`src/rtl/fft_input_framer.sv`:
```
// fft_input_framer: frames a free-running ADC I/Q stream into NFFT-sample FFT frames
// through a small first-word-fall-through skid FIFO, and issues the FFT config word.
`default_nettype none

module fft_input_framer #(
  parameter int DATA_WIDTH = 32,
  parameter int LOG2_NFFT  = 13,
  parameter int FIFO_LOG2  = 4
) (
  input  logic                  aclk,
  input  logic                  aresetn,
  input  logic [DATA_WIDTH-1:0] adc_tdata,
  input  logic                  adc_tvalid,
  input  logic                  frame_trigger,
  input  logic                  fwd_inv,
  input  logic                  cfg_update,
  output logic [23:0]           m_axis_config_tdata,
  output logic                  m_axis_config_tvalid,
  input  logic                  m_axis_config_tready,
  output logic [DATA_WIDTH-1:0] m_axis_data_tdata,
  output logic                  m_axis_data_tvalid,
  input  logic                  m_axis_data_tready,
  output logic                  m_axis_data_tlast,
  output logic                  busy,
  output logic                  overflow,
  output logic [15:0]           frame_count
);

  localparam int NFFT  = 1 << LOG2_NFFT;
  localparam int DEPTH = 1 << FIFO_LOG2;
  localparam logic [LOG2_NFFT:0]   IN_LAST    = (LOG2_NFFT+1)'(NFFT - 1);
  localparam logic [LOG2_NFFT-1:0] OUT_LAST   = LOG2_NFFT'(NFFT - 1);
  localparam logic [FIFO_LOG2:0]   FULL_LEVEL = (FIFO_LOG2+1)'(DEPTH);

  typedef enum logic [1:0] {
    CONFIG  = 2'd0,
    IDLE    = 2'd1,
    CAPTURE = 2'd2,
    DRAIN   = 2'd3
  } state_t;

  state_t                 state;
  logic [DATA_WIDTH-1:0]  mem [DEPTH];
  logic [FIFO_LOG2-1:0]   wr_ptr;
  logic [FIFO_LOG2-1:0]   rd_ptr;
  logic [FIFO_LOG2:0]     level;
  logic [LOG2_NFFT:0]     in_count;
  logic [LOG2_NFFT-1:0]   out_count;
  logic                   fwd_inv_latched;
  logic                   full;
  logic                   pop;
  logic                   push;
  logic                   drop;

  // A full FIFO still accepts a sample in a cycle where it is also being popped.
  assign full   = (level == FULL_LEVEL);
  assign pop    = m_axis_data_tvalid & m_axis_data_tready;
  assign push   = (state == CAPTURE) & adc_tvalid & (~full | pop);
  assign drop   = (state == CAPTURE) & adc_tvalid & full & ~pop;

  assign m_axis_data_tvalid  = (level != '0);
  assign m_axis_data_tdata   = m_axis_data_tvalid ? mem[rd_ptr] : '0;
  assign m_axis_data_tlast   = m_axis_data_tvalid & (out_count == OUT_LAST);
  assign m_axis_config_tdata = m_axis_config_tvalid ?
                               {7'b0, fwd_inv_latched, 11'b0, 5'(LOG2_NFFT)} : 24'h0;
  assign busy = (state != IDLE);

  always_ff @(posedge aclk) begin
    if (push) mem[wr_ptr] <= adc_tdata;
  end

  always_ff @(posedge aclk or negedge aresetn) begin
    if (!aresetn) begin
      state                <= CONFIG;
      m_axis_config_tvalid <= 1'b0;
      fwd_inv_latched      <= 1'b1;
      wr_ptr               <= '0;
      rd_ptr               <= '0;
      level                <= '0;
      in_count             <= '0;
      out_count            <= '0;
      frame_count          <= 16'd0;
      overflow             <= 1'b0;
    end else begin
      if (push) begin
        wr_ptr   <= wr_ptr + 1'b1;
        in_count <= in_count + 1'b1;
      end
      if (pop) begin
        rd_ptr    <= rd_ptr + 1'b1;
        out_count <= out_count + 1'b1;
      end
      case ({push, pop})
        2'b10:   level <= level + 1'b1;
        2'b01:   level <= level - 1'b1;
        default: level <= level;
      endcase
      if (drop) overflow <= 1'b1;
      if (pop && m_axis_data_tlast) frame_count <= frame_count + 16'd1;

      case (state)
        CONFIG: begin
          // Coming out of reset the beat is not yet raised; raise it and sample fwd_inv.
          if (!m_axis_config_tvalid) begin
            m_axis_config_tvalid <= 1'b1;
            fwd_inv_latched      <= fwd_inv;
          end else if (m_axis_config_tready) begin
            m_axis_config_tvalid <= 1'b0;
            state                <= IDLE;
          end
        end
        IDLE: begin
          if (frame_trigger) begin
            state    <= CAPTURE;
            in_count <= '0;
            overflow <= 1'b0;
          end else if (cfg_update) begin
            state                <= CONFIG;
            m_axis_config_tvalid <= 1'b1;
            fwd_inv_latched      <= fwd_inv;
          end
        end
        CAPTURE: begin
          if (push && (in_count == IN_LAST)) state <= DRAIN;
        end
        DRAIN: begin
          if (pop && m_axis_data_tlast) state <= IDLE;
        end
        default: state <= CONFIG;
      endcase
    end
  end

endmodule

`default_nettype wire
```
`config.mk`:
```
export PLATFORM = sky130hd
export DESIGN_NAME = fft_input_framer
export DESIGN_NICKNAME = d
export VERILOG_FILES = /design/src/rtl/fft_input_framer.sv
export SDC_FILE = /design/constraint.sdc
export NUM_CORES = 1
export LEC_CHECK = 0
export CORE_AREA = 4 4 217 219
export CTS_BUF_LIST = sky130_fd_sc_hd__clkbuf_2 sky130_fd_sc_hd__clkbuf_4 sky130_fd_sc_hd__clkbuf_8
export DETAILED_ROUTE_END_ITERATION = 10
export DIE_AREA = 0 0 221 223
export GPL_TIMING_DRIVEN = 0
export PLACE_DENSITY_LB_ADDON = 0.25
export RECOVER_POWER = 25
export SYNTH_ARGS = -nofsm -noshare
export SYNTH_HDL_FRONTEND = slang
export SYNTH_SLANG_ARGS = --single-unit
export TNS_END_PERCENT = 5
```
`constraint.sdc`:
```
create_clock -name aclk -period 3.8 [get_ports aclk]
set_input_delay 0.57 -clock aclk [delete_from_list [all_inputs] [get_ports aclk]]
set_output_delay 0.57 -clock aclk [all_outputs]
set_load 0.01 [all_outputs]
```
==> results of run 1 <==
==> routing by layer <==
layer	up-vias	wire, um
met4	4	838
met1	5909	19900
li1	4856	-
met3	68	2740
met5	-	27
met2	330	24600
==> per-stage QoR <==
step | hold WS (ns) | total power [mW]
floorplan | 0.274 | 11.0
global placement | 0.450 | 12.9
detailed placement | 0.454 | 13.1
CTS | 0.410 | 18.3
global route | 0.476 | 18.9
finish | 0.463 | 18.0
==> worst paths after layout <==
path                                         to          start
max in group asynchronous       fwd_inv_latched        aresetn
min in group asynchronous       frame_count[12]        aresetn
hold reg to reg                   out_count[11]  out_count[11]
hold / removal                    out_count[11]  out_count[11]
setup / recovery           m_axis_data_tdata[7]      rd_ptr[0]
setup reg to reg                      mem[3][2]       state[0]
==> flip-flops by register name, indices dropped and copies added (netlist names) <==
name	flops
out_count	13
state	2
in_count	14
overflow	1
level	5
fwd_inv_latched	1
m_axis_config_tvalid	1
frame_count	16
mem	512
rd_ptr	4
wr_ptr	4
==> cell usage in the layout (no fill, tap or decap), types with 13 or more instances in the layout <==
master           instances
clkbuf_4                38
buf_12                  24
ha_1                    15
nor2_1                  29
dlygate4sd3_1           20
dfrtp_1                 59
clkbuf_8                96
mux4_2                 160
conb_1                  20
clkinv_1                19
nand3_1                 15
buf_4                   31
clkdlybuf4s50_1         60
and2_1                  34
buf_6                   13
xnor2_1                 30
edfxtp_1               512
nand4_1                 15
inv_1                   14
xor2_1                  21
nand2_1                 28
==> critical path, stage by stage, from the launching register on <==
cell	delay, ns
dfrtp_2	0.47
buf_4	0.31
mux4_2	0.57
mux4_2	0.49
and2_1	0.17
clkdlybuf4s50_1	0.48
==> where the power goes <==
group	switching (mW)	internal [mW]	total [mW]
Clock	2.27	2.76	5.03
Sequential	0.158	7.06	7.22
Combinational	2.64	3.16	5.80
Total	5.07	13.0	18.0
==> cell type report <==
class | count | area share
Sequential cell | 573 | 0.624
Multi-Input combinational cell | 447 | 0.206
Clock buffer | 129 | 0.0574
Timing Repair Buffer | 125 | 0.0533
Tap cell | 600 | 0.0277
Buffer | 70 | 0.0228
Clock inverter | 27 | 0.00665
Inverter | 14 | 0.00194
Antenna cell | 1 | 0.0000924
==> logic make-up after synthesis <==
kind of cell | after synthesis | synth area share
other | 1 | 0.000165
muxes | 168 | 0.162
adders and majority gates | 15 | 0.00824
buffers and inverters | 85 | 0.0218
DFF | 573 | 0.742
AOI/OAI and AO/OA | 27 | 0.00819
and+or+nand+nor | 166 | 0.0380
xor gates and xnor gates | 51 | 0.0196
==> timing repair <==
action	CTS	global route
hold buffers	1	0
setup endpoints to repair	34	25
hold endpoints to repair	22	0
gates cloned	1	0
setup buffers	0	0
gates resized for setup	77	18
==> qor.csv, run 1 <==
metric,value,unit
outcome,"finished, final reports clean",
tightest_slew,1.30,ns
insertion_delay,0.65,ns
multi_input_area,5590,um2
final_area,27100,um2
grt_pass1_wl,73900,um
synth_area_per_cell,21.0,um2
gp_congestion,0.753,
hold_viol_final,0,
synth.largest_area_cell,edfxtp_1,
drive_gt1_frac,0.300,
yosysWarnings,0,
fin_skew,0.0166,ns
area_growth,18.9,%
synthTopCellsByCount,"edfxtp_1 (512), mux4_2 (160), dfrtp_1 (60)",
ios,117,
synth.top_cells.by_area,"edfxtp_1 (67%), mux4_2 (16%), dfrtp_1 (6.6%)",
fp.dieArea,49300,um2
min_period,3.71,ns
busiest_layer,met2,
synthCells,1086,
synth_top_area_frac,0.675,
leakagePower,9.18,nW
port_buffers,96,
slew_headroom,0.136,
synth_edf_count,512,
routedWlPerCell,24.3,um
fin_ws,0.0904,ns
cap_violations,0,
grt_max_degree,40,
cts_tree,yes,
clockRootBuffer,clkbuf_8,
clk_pin_slew,0.06,ns
slew_viol_final,0,
start_util,0.505,
synth_most_common_cell,edfxtp_1,
r2r_slack,0.58,ns
path_class,reg2out,
rsz0062_at_grt,yes,
finalCritPeriodShare,0.976,
layout.nets,1375,
grtUsageMet3,0.0454,
dp_cells,1828,
fin_cells,1986,
track_usage,0.199,
dp_hpwl,30200,um
fin_util,0.601,
worst_setup_path_end_kind,output port,
overflow,0,
use_met1,0.270,
detail-route-antenna-nets,0,
vdd_ir_drop_max,387,uV
cts.path.max_buffers,3,
fillCellCount,3210,
hold_class,reg2reg,
clock.fmax,270,MHz
synth-seq-area-share,0.742,
die_w,221,um
dpl_cell_area,25100,um2
via_count,11200,
reg2reg_depth,8,
ys_ff_latch,573,
drt_iter0_markers,1100,
wirelength,48200,um
ys_async_sr_fraction,0.106,
pre_cts_ws,0.00474,ns
rows,78,
dr.pass1.iters,5,
worstPathArrival,3.14,ns
route.detailed.drc,0,
use_met2,0.332,
core_area,45100,um2
tns,0,ns
cts_sinks,573,
grt_antenna_before_repair,3,
die_h,223,um
synth_area,22800,um2
finalSetupViolations,0,
cp-start-kind,flop,
ff_latch_area,16900,um2
power_density,666,nW/um2
cts_buffers,89,
whs_path_depth,1,
grt_pass1_vias,11800,
htreeDepth,3,
cp.required,3.23,ns
vias_per_cell,5.62,
ys_types,48,
yosys_most_used_dff,edfxtp_1,
cp_max_fo,10,
Power figures use the tool's default switching activity.
==> run 2, diff against run 1 <==
ABC_AREA = 1   (was default)
CORE_AREA = 4 4 220 222   (was 4 4 217 219)
DIE_AREA = 0 0 224 226   (was 0 0 221 223)
==> run 2 against run 1 <==
Compared with the run above: the flow now finishes with violations (negative setup slack); worst setup slack got worse by 0.12 ns; routed wire length rose by 39%; non-clock buffer count rose by 57; combinational power rose by 32%; maximum frequency fell by 3.1%; final cell count rose by 39%; sequential cell count did not move; first-iteration DRC count rose by 91%; area after synthesis rose by 3.0%; clock skew rose by 0.0093 ns; die area rose by 2.7%; critical endpoint is now m_axis_data_tdata[30]; highest routed layer is now met4.
==> qor.csv, run 2 <==
metric,value,unit,change
ys_types,40,,-17%
grt_max_degree,62,,+55%
top_register,mem,,
crit_path_top_delay_cell,clkbuf_1,,
track_usage,0.262,,+0.0634
fin_ws,-0.0275,ns,-0.118 ns
cts_setup_buffers,0,,unchanged
start_util,0.506,,+0.00111
synthCells,1856,,+71%
synth_area,23500,um2,+3.0%
grt_antenna_before_repair,3,,unchanged
slew_headroom,0.381,,+0.244
cts_buffers,93,,+4.5%
cpPeakStageDelay,0.72,ns,+0.15 ns
rsz0062_at_grt,yes,,
yosysWarnings,0,,unchanged
detail-route-antenna-nets,0,,unchanged
area_growth,18.5,%,
fin_cells,2769,,+39%
clock.fmax,261,MHz,-3.1%
clk_pin_slew,0.06,ns,about the same
cp-start-kind,flop,,
wirelength,67100,um,+39%
dp_cells,2600,,+42%
synth.top_cells.by_area,"edfxtp_1 (66%), dfrtp_1 (6.4%), o21ai_0 (5.9%)",,
grt_pass1_vias,16500,,+39%
ys_async_sr_fraction,0.106,,unchanged
synth_edf_count,512,,unchanged
min_from,fwd_inv,,
final_area,27800,um2,+2.6%
largest_reg_flops,512,,unchanged
drt-met1-wl,25500,um,+28%
core_area,46400,um2,+2.8%
clockRootBuffer,clkbuf_8,,
slew_viol_final,0,,unchanged
leakagePower,9.68,nW,+5.4%
dr_wl_met2,32100,um,+30%
routedWlPerCell,24.2,um,-0.15%
die_w,224,um,+1.4%
p_sw,7.64,mW,+51%
power_frac_clock,0.264,,-0.015
via_count,16400,,+47%
overflow,0,,unchanged
worstPathArrival,3.26,ns,+0.12 ns
route.met3.wl,7160,um,+160%
layout.nets,2143,,+56%
tightest_slew,0.929,ns,-0.367 ns
dp_hpwl,43500,um,+44%
dpl_cell_area,25800,um2,+2.7%
fp.dieArea,50600,um2,+2.7%
layout_commonest_cell,edfxtp_1,,
power_density,728,nW/um2,+9.3%
cp_max_fo,10,,unchanged
cts_tree,yes,,
insertion_delay,0.66,ns,about the same
cap_violations,0,,unchanged
gp_congestion,0.883,,+17%
r2r_start,state[0],,
cp.required,3.23,ns,about the same
synth_top_area_frac,0.655,,-0.0199
hold_class,in2reg,,
cts.path.max_buffers,3,,unchanged
die_h,226,um,+1.3%
p_comb_frac,0.378,,+0.057
cp-startpoint,rd_ptr[3],,
htreeDepth,3,,unchanged
mostFrequentLayoutCells,"edfxtp_1 (512), nor2_1 (328), o21ai_0 (276), nand2_1 (99), clkbuf_8 (99)",,
vdd_ir_drop_max,423,uV,+9.1%
cts_sinks,573,,unchanged
synth_area_per_cell,12.6,um2,-40%
seqPwrFrac,0.358,,-0.042
rows,79,,+1.3%
synth-seq-area-share,0.720,,-0.0219
synth_most_common_cell,edfxtp_1,,
p_int,12.6,mW,-2.9%
route.detailed.drc,0,,unchanged
finalCritPeriodShare,1.01,,+0.0310
hold_viol_final,0,,unchanged
dr.pass1.iters,5,,unchanged
worst_setup_path_end_kind,output port,,
path_cells,clkinv_1 -> clkbuf_1 -> nand3_1 -> a21oi_2 -> clkdlybuf4s50_1,,
fillCellCount,3625,,+13%
vias_per_cell,5.94,,+5.6%
grt_pass1_wl,99500,um,+35%
highest_layer,met4,,
ios,117,,unchanged
yosys_most_used_dff,edfxtp_1,,
min_period,3.83,ns,+0.118 ns
port_buffers,96,,unchanged
failed_checks,negative setup slack,,
finalSetupViolations,2,,+2
drive_gt1_frac,0.156,,-0.144
fin_skew,0.0259,ns,+0.00932 ns
outcome,finished with violations,,
ys_ff_latch,573,,unchanged
path_class,reg2out,,
pre_cts_ws,0.0576,ns,+0.0528 ns
drt_iter0_markers,2102,,+91%
synthTopCellsByCount,"edfxtp_1 (512), nor2_1 (342), o21ai_0 (276)",,
totalPowerFinal,20.2,mW,+12%
reg.largest.list,"mem (512), frame_count (16), in_count (14)",,
synth.largest_area_cell,edfxtp_1,,
switching_share,0.377,,+0.0964
run 2: cells by family (layout without fill, tap and decap cells):
family / Yosys count / after routing / share of synthesized area
compound gates: 469 / 469 / 0.117
xor+xnor: 40 / 40 / 0.0149
fa+ha+maj: 15 / 15 / 0.00800
buf+inv: 196 / 482 / 0.0401
flops: 573 / 573 / 0.720
other cells: 1 / 21 / 0.000160
simple gates: 562 / 562 / 0.0996
run 2: final cells by class:
cell class	instances	area, um2	share of cell area
plain buffers	133	831	0.0299
inverters	62	233	0.00837
repair buffers	119	1370	0.0492
diodes	1	2.50	0.0000900
flip-flops and latches	573	16900	0.608
clock buffers	133	1620	0.0582
well taps	607	759	0.0273
clock inverters	35	240	0.00864
multi-input cells	1106	5850	0.210
run 2: path summary, 6_finish.rpt:
check	to	slack, ns	cells after the start
max	m_axis_data_tdata[30]	-0.03	5
max reg2reg	mem[13][21]	0.75	8
min reg2reg	out_count[10]	0.47	1
min	fwd_inv_latched	0.41	3
min in group asynchronous	level[1]	0.54	2
max in group asynchronous	rd_ptr[0]	2.65	2
run 2: worst max-delay path: cells and delay by family (launching register included):
family	cells	cell delay, ns
simple gates	1	0.29
compound gates	1	0.31
flops	1	0.48
buf+inv	3	1.51
run 2: metal layers:
metal / track usage / vias to the layer above
met4: 0.107 / 0
met5: 0 / -
met1: 0.346 / 7998
met3: 0.0538 / 169
met2: 0.431 / 997
li1: - / 7271
run 2: power by group through the flow:
stage / Sequential, mW / Combinational [mW] / Clock, mW
2_1_floorplan: 7.31 / 3.97 / 0
3_3_place_gp: 7.36 / 7.13 / 0
3_5_place_dp: 7.36 / 7.32 / 0
4_1_cts: 7.24 / 7.47 / 5.40
5_1_grt: 7.26 / 8.14 / 5.73
6_report: 7.24 / 7.64 / 5.35
run 2: stage by stage:
stage	hold slack (ns)	setup TNS [ns]	util
detailed placement	0.462	0	0.556
finish	0.413	-0.0479	0.600
global placement	0.463	-983.33	0.545
CTS	0.367	-0.0932	0.598
global route	0.435	-1.08	0.600
floorplan	0.274	0	-
run 2: repair_timing:
item	4_1_cts	5_1_grt
resized for setup	61	37
hold buffers	1	0
hold endpoints to repair	1	0
setup endpoints to repair	32	32
pin swaps	0	1
==> run 3, diff against run 2 <==
--- a/config.mk
+++ b/config.mk
@@ -7,8 +7,8 @@
 export LEC_CHECK = 0
 export ABC_AREA = 1
-export CORE_AREA = 4 4 220 222
+export CORE_AREA = 4 4 239 241
 export CTS_BUF_LIST = sky130_fd_sc_hd__clkbuf_2 sky130_fd_sc_hd__clkbuf_4 sky130_fd_sc_hd__clkbuf_8
 export DETAILED_ROUTE_END_ITERATION = 10
-export DIE_AREA = 0 0 224 226
+export DIE_AREA = 0 0 243 245
 export GPL_TIMING_DRIVEN = 0
 export PLACE_DENSITY_LB_ADDON = 0.25
==> constraint.sdc (replaced) <==
create_clock -name aclk -period 3.8 [get_ports aclk]
set_input_delay 0.57 -clock aclk [delete_from_list [all_inputs] [get_ports aclk]]
set_output_delay 0.57 -clock aclk [all_outputs]
set_load 0.1 [all_outputs]
==> run 3 against run 2 <==
Compared with the run above: register-to-register slack hardly changed; power is 14% higher; worst setup slack better by 0.077 ns; clock skew is 0.0023 ns lower; largest cell class unchanged; die area is 18% higher; first-iteration DRC count is 25% lower; maximum frequency is 2.0% higher; the run now ends clean; sequential cell count stayed put; combinational power is 36% higher; cell area is 0.15% lower; worst hold slack better by 0.016 ns; global-route usage is 3.6 points lower; largest power group unchanged.
==> qor.csv, run 3 (synthesis gave the netlist of run 2 again) <==
metric,value,unit,change
fin_skew,0.0236,ns,-0.00229 ns
fillCellCount,4752,,+31%
leakagePower,9.66,nW,-0.24%
cts_sinks,573,,unchanged
slew_headroom,0.344,,-0.0368
layout_commonest_cell,edfxtp_1,,
grt_pass1_wl,102000,um,+2.1%
switching_share,0.462,,+0.0845
tns,0,ns,+0.0479 ns
cts_tree,yes,,
path_class,reg2out,,
detail-route-antenna-nets,0,,unchanged
vias_per_cell,5.67,,-4.4%
reg.largest.list,"mem (512), frame_count (16), in_count (14)",,
dpl_cell_area,25900,um2,+0.43%
core_area,54900,um2,+18%
reg2reg_to,mem[14][30],,
clk_pin_slew,0.06,ns,about the same
power_frac_clock,0.232,,-0.032
hold-path-endpoint,fwd_inv_latched,,
grt_max_degree,62,,unchanged
cpPeakStageDelay,0.68,ns,-0.04 ns
crit_path_top_delay_cell,buf_1,,
r2r_start,state[0],,
gp_congestion,0.846,,-4.3%
power_density,830,nW/um2,+14%
worstPathArrival,3.18,ns,-0.08 ns
clock.fmax,267,MHz,+2.0%
cts_buffers,94,,+1.1%
track_usage,0.227,,-0.0358
hold_viol_final,0,,unchanged
fin_util,0.506,,-0.0939
largest_reg_flops,512,,unchanged
vdd_ir_drop_max,707,uV,+67%
routedWlPerCell,23.9,um,-1.6%
final_area,27800,um2,-0.15%
cp.required,3.23,ns,about the same
p_comb_frac,0.453,,+0.075
overflow,0,,unchanged
start_util,0.428,,-0.0786
min_period,3.75,ns,-0.0768 ns
cp_max_fo,10,,unchanged
hold_ws,0.429,ns,+0.0165 ns
p_int,12.4,mW,-1.6%
path_cells,inv_1 -> clkbuf_2 -> buf_1 -> o221ai_1 -> nand3_1 -> a21oi_2 -> buf_4,,
fp.dieArea,59500,um2,+18%
pre_cts_ws,-0.541,ns,-0.599 ns
reg2reg_depth,8,,unchanged
dp_hpwl,44600,um,+2.6%
cap_violations,0,,unchanged
mostFrequentLayoutCells,"edfxtp_1 (512), nor2_1 (328), o21ai_0 (276), nand2_1 (99), clkbuf_8 (97)",,
dr.pass1.iters,7,,+2
p_sw,10.6,mW,+39%
wirelength,68300,um,+1.8%
hold_class,in2reg,,
htreeDepth,3,,unchanged
min_from,fwd_inv,,
top_register,mem,,
layout.nets,2145,,+0.093%
insertion_delay,0.67,ns,about the same
worst_setup_path_end_kind,output port,,
r2r_slack,0.76,ns,about the same
tightest_slew,0.981,ns,+0.0521 ns
cts_setup_buffers,0,,unchanged
outcome,"finished, final reports clean",,
finalCritPeriodShare,0.987,,-0.0202
rsz0062_at_grt,yes,,
cp-start-kind,flop,,
grt_pass1_vias,16500,,+0.29%
fin_cells,2865,,+3.5%
die_h,245,um,+8.4%
slew_viol_final,0,,unchanged
clockRootBuffer,clkbuf_8,,
totalPowerFinal,23.0,mW,+14%
rows,86,,+8.9%
dp_cells,2697,,+3.7%
seqPwrFrac,0.314,,-0.044
route.detailed.drc,0,,unchanged
via_count,16300,,-1.1%
area_growth,18.3,%,
whs_path_depth,3,,unchanged
drt_iter0_markers,1579,,-25%
grt_antenna_before_repair,4,,+1
port_buffers,96,,unchanged
finalSetupViolations,0,,-2
drive_gt1_frac,0.162,,+0.00563
cts.path.max_buffers,3,,unchanged
fin_ws,0.0493,ns,+0.0768 ns
die_w,243,um,+8.5%
ios,117,,unchanged
[run 3: cell types whose count changed in the layout (fill, tap and decap cells not counted), moves of 4 or more]
cell,delta
a21oi_1,+6
a21oi_2,-6
buf_2,+7
buf_4,+7
buf_6,+4
clkbuf_1,+9
clkbuf_2,+4
clkdlybuf4s50_1,-31
[run 3: layout make-up]
type / instances / area [um2] / share of cell area
clock buffer: 129 / 1580 / 0.0567
clock inverter: 37 / 274 / 0.00987
buffer: 134 / 766 / 0.0276
antenna: 1 / 2.50 / 0.0000901
tap: 704 / 881 / 0.0317
sequential: 573 / 16900 / 0.609
timing repair buffer: 119 / 1300 / 0.0470
inverter: 62 / 233 / 0.00838
multi-input combinational: 1106 / 5830 / 0.210
[run 3: how the worst max path moves through the flow]
stage / cells after the start / slack (ns) / endpoint / startpoint
2_1_floorplan: 4 / 0.02 / m_axis_data_tlast / level[1]
3_3_place_gp: 6 / -3.49 / mem[7][28] / m_axis_data_tready
3_5_place_dp: 6 / -0.54 / m_axis_data_tdata[9] / rd_ptr[2]
4_1_cts: 7 / -0.09 / m_axis_data_tdata[24] / rd_ptr[1]
5_1_grt: 7 / -0.05 / m_axis_data_tdata[19] / rd_ptr[1]
6_report: 7 / 0.05 / m_axis_data_tdata[30] / rd_ptr[2]
[run 3: layer usage]
layer | vias up | GRT usage | routed length, um | part of all wire
met3 | 153 | 0.0486 | 6460 | 0.094
met5 | - | 0 | 27 | 0.00040
met4 | 4 | 0.0900 | 2260 | 0.033
met2 | 804 | 0.370 | 32200 | 0.47
met1 | 8026 | 0.299 | 27400 | 0.40
li1 | 7269 | - | - | -
[run 3: what timing repair did]
item                                    CTS  global route
gates resized for setup                 209            46
endpoints found under the hold margin    58             0
endpoints found under the setup margin   32            28
hold buffers                              1             0
[run 3: power groups by stage]
| stage | sequential [mW] | clock (mW) | combinational, mW |
|---|---|---|---|
| 4_1_cts | 7.24 | 5.43 | 10.2 |
| 2_1_floorplan | 7.35 | 0 | 6.94 |
| 3_5_place_dp | 7.36 | 0 | 10.4 |
| 6_report | 7.24 | 5.36 | 10.4 |
| 5_1_grt | 7.26 | 5.74 | 11.0 |
| 3_3_place_gp | 7.36 | 0 | 10.2 |
[run 3: critical path: cells and delay by family, from the launching register on]
kind,cells,cell delay (ns)
buf+inv,4,1.44
simple gates,1,0.24
flops,1,0.41
compound gates,2,0.42
